[src/rtl/stats_pkg.sv]
// Shared statistics-datapath types and constants for the divider sharing logic.
package stats_pkg;

  localparam int unsigned DIV_NUM_W = 32;
  localparam int unsigned DIV_DEN_W = 16;

  // Tag id is sized for the largest supported requester count (16) so the
  // record type does not depend on a per-instance parameter.
  localparam int unsigned MAX_REQ  = 16;
  localparam int unsigned TAG_ID_W = $clog2(MAX_REQ);

  localparam logic [DIV_NUM_W-1:0] QUOT_POS_SAT = 32'h7FFF_FFFF;
  localparam logic [DIV_NUM_W-1:0] QUOT_NEG_SAT = 32'h8000_0000;

  // One in-flight division: owner id, divide-by-zero flag and dividend sign.
  typedef struct packed {
    logic                valid;
    logic [TAG_ID_W-1:0] id;
    logic                dz;
    logic                num_sign;
  } div_tag_t;

  // Saturated quotient returned for a zero divisor.
  function automatic logic [DIV_NUM_W-1:0] dz_quot(input logic num_sign);
    return num_sign ? QUOT_NEG_SAT : QUOT_POS_SAT;
  endfunction

endpackage

[src/rtl/div_share_arbiter_if.sv]
// Requester-side and divider-side signals of the shared divider arbiter.
interface div_share_arbiter_if #(
  parameter int unsigned N_REQ = 4
);
  import stats_pkg::*;

  logic [N_REQ-1:0]           req_in;
  logic [N_REQ*DIV_NUM_W-1:0] num_in;
  logic [N_REQ*DIV_DEN_W-1:0] den_in;
  logic [N_REQ-1:0]           ack_out;
  logic [DIV_NUM_W-1:0]       quot_out;
  logic                       err_out;
  logic [N_REQ-1:0]           busy_out;
  logic                       div_rfd_in;
  logic [DIV_NUM_W-1:0]       div_num_out;
  logic [DIV_DEN_W-1:0]       div_den_out;
  logic [DIV_NUM_W-1:0]       div_quot_in;

  // Environment side: requesters plus the divider core.
  modport master (
    output req_in, num_in, den_in, div_rfd_in, div_quot_in,
    input  ack_out, quot_out, err_out, busy_out, div_num_out, div_den_out
  );

  // Arbiter side.
  modport slave (
    input  req_in, num_in, den_in, div_rfd_in, div_quot_in,
    output ack_out, quot_out, err_out, busy_out, div_num_out, div_den_out
  );

endinterface

[src/rtl/div_share_arbiter_tag.sv]
// Fixed-depth shift register of in-flight tags, cleared asynchronously.
module div_tag_pipe
  import stats_pkg::*;
#(
  parameter int unsigned DEPTH = 37
) (
  input  logic     clk_in,
  input  logic     rst_in,
  input  div_tag_t tag_in,
  output div_tag_t tag_out
);

  div_tag_t stage_q [DEPTH];
  div_tag_t stage_d [DEPTH];

  // Shift one stage per cycle; bubbles enter as invalid tags.
  always_comb begin
    stage_d[0] = tag_in;
    for (int unsigned i = 1; i < DEPTH; i++) begin
      stage_d[i] = stage_q[i-1];
    end
  end

  // Stage registers; reset discards every in-flight tag.
  always_ff @(posedge clk_in or posedge rst_in) begin
    if (rst_in) begin
      for (int unsigned i = 0; i < DEPTH; i++) begin
        stage_q[i] <= '0;
      end
    end else begin
      stage_q <= stage_d;
    end
  end

  assign tag_out = stage_q[DEPTH-1];

endmodule

[src/rtl/div_share_arbiter.sv]
// Round-robin sharing of one pipelined signed divider among N_REQ requesters.
module div_share_arbiter
  import stats_pkg::*;
#(
  parameter int unsigned N_REQ       = 4,
  parameter int unsigned DIV_LATENCY = 36
) (
  input  logic          clk_in,
  input  logic          rst_in,
  div_share_arbiter_if.slave bus
);

  localparam int unsigned PTR_W = $clog2(N_REQ);

  logic [PTR_W-1:0]     rr_ptr_q, rr_ptr_d;
  logic [N_REQ-1:0]     busy_q, busy_d;
  logic [N_REQ-1:0]     ack_q, ack_d;
  logic [DIV_NUM_W-1:0] quot_q, quot_d;
  logic                 err_q, err_d;
  logic [DIV_NUM_W-1:0] div_num_q, div_num_d;
  logic [DIV_DEN_W-1:0] div_den_q, div_den_d;

  logic [N_REQ-1:0]     elig_c;
  logic                 found_c;
  logic                 grant_vld_c;
  logic [PTR_W-1:0]     grant_id_c;
  int unsigned          cand_c;
  logic [DIV_NUM_W-1:0] num_sel_c;
  logic [DIV_DEN_W-1:0] den_sel_c;
  logic [N_REQ-1:0]     grant_oh_c;
  logic [N_REQ-1:0]     retire_oh_c;
  div_tag_t             tag_in_c;
  div_tag_t             tag_tail;

  // A requester may be granted only when idle and not being acknowledged.
  assign elig_c = bus.req_in & ~busy_q & ~ack_q;

  // First eligible requester searching upward from rr_ptr+1, wrapping.
  always_comb begin
    found_c    = 1'b0;
    grant_id_c = rr_ptr_q;
    cand_c     = 0;
    for (int unsigned k = 1; k <= N_REQ; k++) begin
      cand_c = 32'(rr_ptr_q) + k;
      if (cand_c >= N_REQ) begin
        cand_c = cand_c - N_REQ;
      end
      if (!found_c && elig_c[PTR_W'(cand_c)]) begin
        found_c    = 1'b1;
        grant_id_c = PTR_W'(cand_c);
      end
    end
    grant_vld_c = found_c & bus.div_rfd_in;
  end

  // Operand mux for the granted requester.
  always_comb begin
    num_sel_c = '0;
    den_sel_c = '0;
    for (int unsigned i = 0; i < N_REQ; i++) begin
      if (grant_id_c == PTR_W'(i)) begin
        num_sel_c = bus.num_in[i*DIV_NUM_W +: DIV_NUM_W];
        den_sel_c = bus.den_in[i*DIV_DEN_W +: DIV_DEN_W];
      end
    end
  end

  // Tag for the issued operation; an invalid tag marks a bubble.
  always_comb begin
    tag_in_c = '0;
    if (grant_vld_c) begin
      tag_in_c.valid    = 1'b1;
      tag_in_c.id       = TAG_ID_W'(grant_id_c);
      tag_in_c.dz       = (den_sel_c == '0);
      tag_in_c.num_sign = num_sel_c[DIV_NUM_W-1];
    end
  end

  // Tail is valid exactly in the cycle the divider presents its quotient.
  div_tag_pipe #(
    .DEPTH (DIV_LATENCY + 1)
  ) u_tag_pipe (
    .clk_in  (clk_in),
    .rst_in  (rst_in),
    .tag_in  (tag_in_c),
    .tag_out (tag_tail)
  );

  assign grant_oh_c  = grant_vld_c    ? (N_REQ'(1) << grant_id_c)  : '0;
  assign retire_oh_c = tag_tail.valid ? (N_REQ'(1) << tag_tail.id) : '0;

  // Next-state for pointer, busy bits, operand registers and retire outputs.
  always_comb begin
    rr_ptr_d  = rr_ptr_q;
    div_num_d = div_num_q;
    div_den_d = div_den_q;
    quot_d    = quot_q;
    err_d     = err_q;
    ack_d     = '0;
    // A granted requester is never the retiring one, so set/clear cannot collide.
    busy_d    = (busy_q | grant_oh_c) & ~retire_oh_c;

    if (grant_vld_c) begin
      rr_ptr_d  = grant_id_c;
      div_num_d = num_sel_c;
      div_den_d = den_sel_c;
    end

    if (tag_tail.valid) begin
      ack_d  = retire_oh_c;
      quot_d = tag_tail.dz ? dz_quot(tag_tail.num_sign) : bus.div_quot_in;
      err_d  = tag_tail.dz;
    end
  end

  // State registers; rr_ptr resets to the last requester so requester 0 wins first.
  always_ff @(posedge clk_in or posedge rst_in) begin
    if (rst_in) begin
      rr_ptr_q  <= PTR_W'(N_REQ - 1);
      busy_q    <= '0;
      ack_q     <= '0;
      quot_q    <= '0;
      err_q     <= 1'b0;
      div_num_q <= '0;
      div_den_q <= '0;
    end else begin
      rr_ptr_q  <= rr_ptr_d;
      busy_q    <= busy_d;
      ack_q     <= ack_d;
      quot_q    <= quot_d;
      err_q     <= err_d;
      div_num_q <= div_num_d;
      div_den_q <= div_den_d;
    end
  end

  assign bus.ack_out     = ack_q;
  assign bus.busy_out    = busy_q;
  assign bus.quot_out    = quot_q;
  assign bus.err_out     = err_q;
  assign bus.div_num_out = div_num_q;
  assign bus.div_den_out = div_den_q;

endmodule

[src/flat_wrapper.sv]
// flat-port wrapper written by rule: the top's interface ports become plain ports
module div_share_arbiter_flat import stats_pkg::*;
#(
  parameter int unsigned N_REQ       = 4,
  parameter int unsigned DIV_LATENCY = 36
)
  (clk_in, rst_in, bus_req_in, bus_num_in, bus_den_in, bus_div_rfd_in, bus_div_quot_in, bus_ack_out, bus_quot_out, bus_err_out, bus_busy_out, bus_div_num_out, bus_div_den_out);
  div_share_arbiter_if #(.N_REQ(N_REQ)) bus_i ();
  input  logic clk_in;
  input  logic rst_in;
  input wire logic [$bits(bus_i.req_in)-1:0] bus_req_in;
  input wire logic [$bits(bus_i.num_in)-1:0] bus_num_in;
  input wire logic [$bits(bus_i.den_in)-1:0] bus_den_in;
  input wire logic [$bits(bus_i.div_rfd_in)-1:0] bus_div_rfd_in;
  input wire logic [$bits(bus_i.div_quot_in)-1:0] bus_div_quot_in;
  output wire logic [$bits(bus_i.ack_out)-1:0] bus_ack_out;
  output wire logic [$bits(bus_i.quot_out)-1:0] bus_quot_out;
  output wire logic [$bits(bus_i.err_out)-1:0] bus_err_out;
  output wire logic [$bits(bus_i.busy_out)-1:0] bus_busy_out;
  output wire logic [$bits(bus_i.div_num_out)-1:0] bus_div_num_out;
  output wire logic [$bits(bus_i.div_den_out)-1:0] bus_div_den_out;
  assign bus_i.req_in = bus_req_in;
  assign bus_i.num_in = bus_num_in;
  assign bus_i.den_in = bus_den_in;
  assign bus_i.div_rfd_in = bus_div_rfd_in;
  assign bus_i.div_quot_in = bus_div_quot_in;
  assign bus_ack_out = bus_i.ack_out;
  assign bus_quot_out = bus_i.quot_out;
  assign bus_err_out = bus_i.err_out;
  assign bus_busy_out = bus_i.busy_out;
  assign bus_div_num_out = bus_i.div_num_out;
  assign bus_div_den_out = bus_i.div_den_out;
  div_share_arbiter #(.N_REQ(N_REQ), .DIV_LATENCY(DIV_LATENCY)) u_core (.clk_in(clk_in), .rst_in(rst_in), .bus(bus_i));
endmodule
[config.mk]
export PLATFORM = sky130hd
export DESIGN_NAME = div_share_arbiter_flat
export DESIGN_NICKNAME = d
export VERILOG_FILES = /design/src/rtl/stats_pkg.sv /design/src/rtl/div_share_arbiter_if.sv /design/src/rtl/div_share_arbiter_tag.sv /design/src/rtl/div_share_arbiter.sv /design/src/flat_wrapper.sv
export SDC_FILE = /design/constraint.sdc
export NUM_CORES = 1
export LEC_CHECK = 0
export CORE_ASPECT_RATIO = 0.7
export CORE_UTILIZATION = 54
export CTS_BUF_LIST = sky130_fd_sc_hd__clkbuf_8
export DETAILED_ROUTE_END_ITERATION = 8
export GPL_TIMING_DRIVEN = 0
export PLACE_DENSITY = 0.95
export SYNTH_ARGS = -nofsm -noshare
export SYNTH_HDL_FRONTEND = slang
export SYNTH_HIERARCHICAL = 1
export SYNTH_SLANG_ARGS = --single-unit
[constraint.sdc]
create_clock -name clk_in -period 14.3 [get_ports clk_in]
set_input_delay 3.575 -clock clk_in [delete_from_list [all_inputs] [get_ports clk_in]]
set_output_delay 3.575 -clock clk_in [all_outputs]
set_load 0.02 [all_outputs]
# Yosys cells after proc, flatten, opt, wreduce, memory -nomap -nowiden
# Cells that the tools add are included.
# word_totals
regBits,350
in_bits,231
out_inout_bits,89
elab_cells,226
# classes
addsub,8
n_lt_le_gt_ge,8
eq_ne,3
shift,2
mux,34
n_bitwise,8
n_reduce_logical,8
# op_table
cell,count
2-to-1 mux 32 bit,6
2-to-1 mux 16 bit,4
logical NOT 16 bit,1
2-to-1 mux 2 bit,8
bitwise AND 4 bit,3
"< comparator 2 x 3 -> 1 bit, second input constant",4
2-to-1 mux 4 bit,3
NOT 4 bit,3
">= comparator 3 bit, second input constant",3
binary-select mux 1 bit (select 2 bit),4
2-to-1 mux 1 bit,8
"subtractor 2 x 1 -> 2 bit, second input constant",4
2-to-1 mux 7 bit,1
"adder 2 x 2 -> 3 bit, second input constant",2
"adder 2 x 3 -> 4 bit, second input constant",1
"== test 2 bit, second input constant",2
">= comparator 4 x 3 -> 1 bit, second input constant",1
OR 4 bit,1
"left shift 1 x 2 -> 4 bit, first input constant",1
"left shift 1 x 4 -> 4 bit, first input constant",1
"adder 2 x 1 -> 3 bit, second input constant",1
logical AND 1 bit,3
logical NOT 1 bit,3
"== test 2 x 1 -> 1 bit, second input constant",1
2 further kinds,2

# Logic depth before layout (Yosys ltp)
# depth
ltp_word,22
mapped_depth,12
mapped_depth_nobuf,7

# Modules after synthesis
# The synthesis kept the hierarchy.
# modules_own_cells
mod,n_inst,cells_per_inst,area_each_um2
div_tag_pipe,1,260,6485.0
div_share_arbiter,1,604,5012.3

# Least setup slack after synthesis
# No wires, ideal clock.
# synth_path
path_type,input port to flip-flop
from,input bus_req_in[3]
to,register u_core.u_tag_pipe.stage_q (netlist bit u_core/u_tag_pipe/stage_d[246])
setup_time_ps,96
t_arrival_ps,5669
path_slack_ps,8535
stages,9
n_path_buf,2
cell_sequence,or3b_1 or3b_1 buf_6 o211a_2 buf_6 a21oi_1 a22oi_1 or4b_1 nor4_2
# synth_lines
item,line,rtl
from (decl),flat_wrapper.sv:11,input wire logic [$bits(bus_i.req_in)-1:0] bus_req_in;
to (signal assigned),div_share_arbiter_tag.sv:31,stage_q <= stage_d;
to (decl),div_share_arbiter_tag.sv:13,div_tag_t stage_q [DEPTH];

# Final worst setup path
# layout_path
from,input bus_req_in[3]
to,"register u_core.div_num_q[5], in the netlist u_core/bus.div_num_out[5]"
# layout_via
elab_chain_cells,19
word_cells_on_any_way,33
# layout_lines
item,line,rtl
bitwise AND 4 bit * (2 in a row),div_share_arbiter.sv:36,assign elig_c = bus.req_in & ~busy_q & ~ack_q;
binary-select mux 1 bit (select 2 bit),div_share_arbiter.sv:48,if (!found_c && elig_c[PTR_W'(cand_c)]) begin
2-to-1 mux 1 bit (not written as such),div_share_arbiter.sv:48,
2-to-1 mux 1 bit,div_share_arbiter.sv:48,
logical NOT 1 bit,div_share_arbiter.sv:48,
logical AND 1 bit,div_share_arbiter.sv:48,
2-to-1 mux 1 bit,div_share_arbiter.sv:48,
logical NOT 1 bit,div_share_arbiter.sv:48,
logical AND 1 bit,div_share_arbiter.sv:48,
2-to-1 mux 1 bit,div_share_arbiter.sv:48,
logical NOT 1 bit,div_share_arbiter.sv:48,
logical AND 1 bit,div_share_arbiter.sv:48,
2-to-1 mux 2 bit,div_share_arbiter.sv:48,
logical NOT 2 bit,div_share_arbiter.sv:61,if (grant_id_c == PTR_W'(i)) begin
2-to-1 mux 32 bit (4 in a row),div_share_arbiter.sv:61,
to (signal assigned),div_share_arbiter.sv:132,div_num_q <= div_num_d;
to (decl),div_share_arbiter.sv:20,"logic [DIV_NUM_W-1:0] div_num_q, div_num_d;"
# Mark *: on every way between the ends. The rest lies on a longest branch, timed or not. The select of a mux whose other input is x is not followed.
# A chain may end at the register's enable or synchronous reset.

==> out/results.txt <==
status: completed
total grt overflow: 0
filler instances: 1222
Cells after Synth: 864
sequential fraction of design power: 0.405
Total Neg Setup Slack: 0 ns
top cell type's share of synthesized area: 0.757
Placed Area: 15100 um2
CTS max path bufs: 3
NetSw: 1.28 mW
CTS sink count: 350
warnings from Yosys: 6
Req. time, crit path: 14.69 ns
HPWL Detailed: 24300 um
gpl congestion: 0.918
commonest non-fill, non-tap cell in the layout: dfrtp_1
setup repair after global routing missed its margin: no
diode count: 0
Clk pwr share: 0.210
pwr/cell area: 212 nW/um2
postcts setup bufs: 0
area delta synth->final: 39.5%
leading cell types in the layout, fill and taps excluded: dfrtp_1 (348), clkdlybuf4s50_1 (319), nand2_1 (131)
Die Wd: 176 um
WL final: 34700 um
Slew headroom: 0.393
most used cell, CP: a21oi_1
clock latency on the worst-skew pair: 0.56 ns
Post-CTS Resized: 0
Worst Max-Slew Pin Slew: 0.905 ns
Worst IR Drop VDD: 0.105 mV
Die H: 124 um
global-route wire length before repair: 50700 um
Post-synth EDFFs: 0
Critical Path End Type: flop
CTS Hold Bufs: 0
Starting Density: 0.552
crit path kind: in2reg
max-cap violations: 0
H-Tree Depth: 2
Final nets: 1469
IO buf count: 319
die area: 21900 um2
largest net degree at the start of global routing: 135
number of remaining DRC errors: 0
Synth Register Bits: 350
final period demand of the worst path: 6.83 ns
dominant synthesized flop cell: dfrtp_1
initial antenna violation count: 1
Clock Pin Slew Worst Setup and Hold Paths: 0.07 ns
CP Launch Type: primary input
max-slew violation count: 0
HP Class: reg2reg
slowest stage delay, CP: 0.63 ns
Fmax: 146 MHz
clock skew: 0.0327 ns
final instance area: 16000 um2
Tcrit/Tclk final: 0.478
register area share after synthesis: 0.762
total number of vias: 8806
setup ws final: 7.47 ns
Worst EP arrival: 7.22 ns
final hold violations: 0
switch share: 0.375
DR vias/cell: 5.70
Yosys top cell by area: dfrtp_1
combinational power share: 0.385
post-synth cell types: 50
Synth async-reset ratio: 1.00
pre-CTS setup slack: 7.06 ns
Synth area leaders: dfrtp_1 (76%), a21oi_1 (5.6%), nand2_1 (4.3%)
I/O pins: 320
Synth Cell Area: 11500 um2
DR iter-0 viols: 720
overall power: 3.41 mW
slowest CP cell: clkbuf_1
Int Pwr: 2.13 mW
register area: 8760 um2
total track usage: 0.318
CTS tree: built
crit path max fanout: 10
final setup violation count: 0
iteration count of the initial detailed-routing pass: 5
area of the multi-input gates: 2480 um2
ANT nets after route: 0
Root Buffer: clkbuf_8
crit-path cells: clkdlybuf4s50_1, or3b_1, a2bb2oi_1, o221ai_1, buf_2, buf_1, clkbuf_1, a21oi_1, a21oi_1, o21ai_0
site row count: 44
wire length per cell: 22.5 um
vias in the first global route: 9028
average instance area after synthesis: 13.3 um2
core area: 20800 um2
CTS Buf Count: 49
Leak: 7.45 nW
share of layout cells above drive strength 1: 0.0835
-- state kept, by name (all words and copies together), names as in the netlist --
name and count:
u_core/bus.ack_out 4, u_core/bus.busy_out 4, u_core/bus.div_den_out 16, u_core/bus.div_num_out 32, u_core/bus.err_out 1, u_core/bus.quot_out 32
u_core/rr_ptr_q 2, u_core/u_tag_pipe/stage_d 252, u_core/u_tag_pipe/tag_out 7
-- critical path: cells and delay by family --
kind            cells  cell delay, ns
simple gates        1            0.40
compound gates      5            1.15
buf+inv             4            2.09
-- power by group through the flow --
stage               Combinational, mW  Clock (mW)  Sequential (mW)
floorplan                       0.553           0             1.49
global placement                 1.22           0             1.37
detailed placement               1.26           0             1.39
CTS                              1.28       0.729             1.38
global route                     1.38       0.775             1.40
finish                           1.31       0.714             1.38
-- area by class of cell --
class | instances | area share
sequential | 350 | 0.546
timing repair buffer | 322 | 0.204
multi-input combinational | 460 | 0.155
clock buffer | 58 | 0.0498
tap | 276 | 0.0215
buffer | 51 | 0.0152
clock inverter | 24 | 0.00648
inverter | 4 | 0.00156
-- cells by family (layout without fill, tap and decap cells) --
logic type / count (synthesis) / count (layout) / synth area share
AOI/OAI and AO/OA: 230 / 230 / 0.121
buffers and inverters: 55 / 459 / 0.0225
DFF: 350 / 350 / 0.762
muxes: 9 / 9 / 0.00871
other: 1 / 2 / 0.000326
and+or+nand+nor: 219 / 219 / 0.0854
-- per-layer routing --
layer / global-route usage / part of all wire
met2: 0.516 / 0.48
met3: 0.102 / 0.11
met5: 0 / 0
met4: 0.152 / 0.045
met1: 0.392 / 0.37
-- final timing paths --
check                      slack, ns                                      from                                       end  cells after the start
max                             7.47                             bus_req_in[3]     u_core/bus.div_num_out[5]$_DFFE_PP0P_                     10
min                             0.34  u_core/u_tag_pipe/stage_d[107]$_DFF_PP0_  u_core/u_tag_pipe/stage_d[100]$_DFF_PP0_                      0
max reg2reg                    10.54          u_core/bus.busy_out[3]$_DFF_PP0_     u_core/bus.div_num_out[5]$_DFFE_PP0P_                      9
min reg2reg                     0.34  u_core/u_tag_pipe/stage_d[107]$_DFF_PP0_  u_core/u_tag_pipe/stage_d[100]$_DFF_PP0_                      0
max in group asynchronous       9.50                                    rst_in  u_core/u_tag_pipe/stage_d[231]$_DFF_PP0_                      4
min in group asynchronous       3.50                                    rst_in    u_core/u_tag_pipe/tag_out[0]$_DFF_PP0_                      2
-- synth_stat cells, types with 2 or more instances --
| library cell | instances |
|---|---|
| a21o_1 | 16 |
| a21oi_1 | 129 |
| a221o_1 | 2 |
| a221oi_1 | 4 |
| a22o_1 | 6 |
| a22oi_1 | 25 |
| a311oi_1 | 14 |
| and3_1 | 20 |
| buf_1 | 6 |
| buf_2 | 12 |
| buf_6 | 5 |
| clkbuf_1 | 28 |
| dfrtp_1 | 348 |
| dfstp_2 | 2 |
| inv_1 | 3 |
| mux2_2 | 8 |
| nand2_1 | 131 |
| nand3_1 | 3 |
| nor2_1 | 43 |
| nor4b_1 | 2 |
| o21ai_0 | 24 |
| o31ai_1 | 2 |
| or3b_1 | 2 |
| or3b_2 | 2 |
| or4b_1 | 2 |
-- through the flow --
stage / hold slack (ns) / utilization / cells
global route: 0.350 / 0.771 / 1545
detailed placement: 0.335 / 0.727 / 1463
global placement: 0.333 / 0.723 / 1460
floorplan: 0.331 / - / 865
CTS: 0.344 / 0.771 / 1545
finish: 0.342 / 0.771 / 1545
Power figures use the tool's default switching activity.
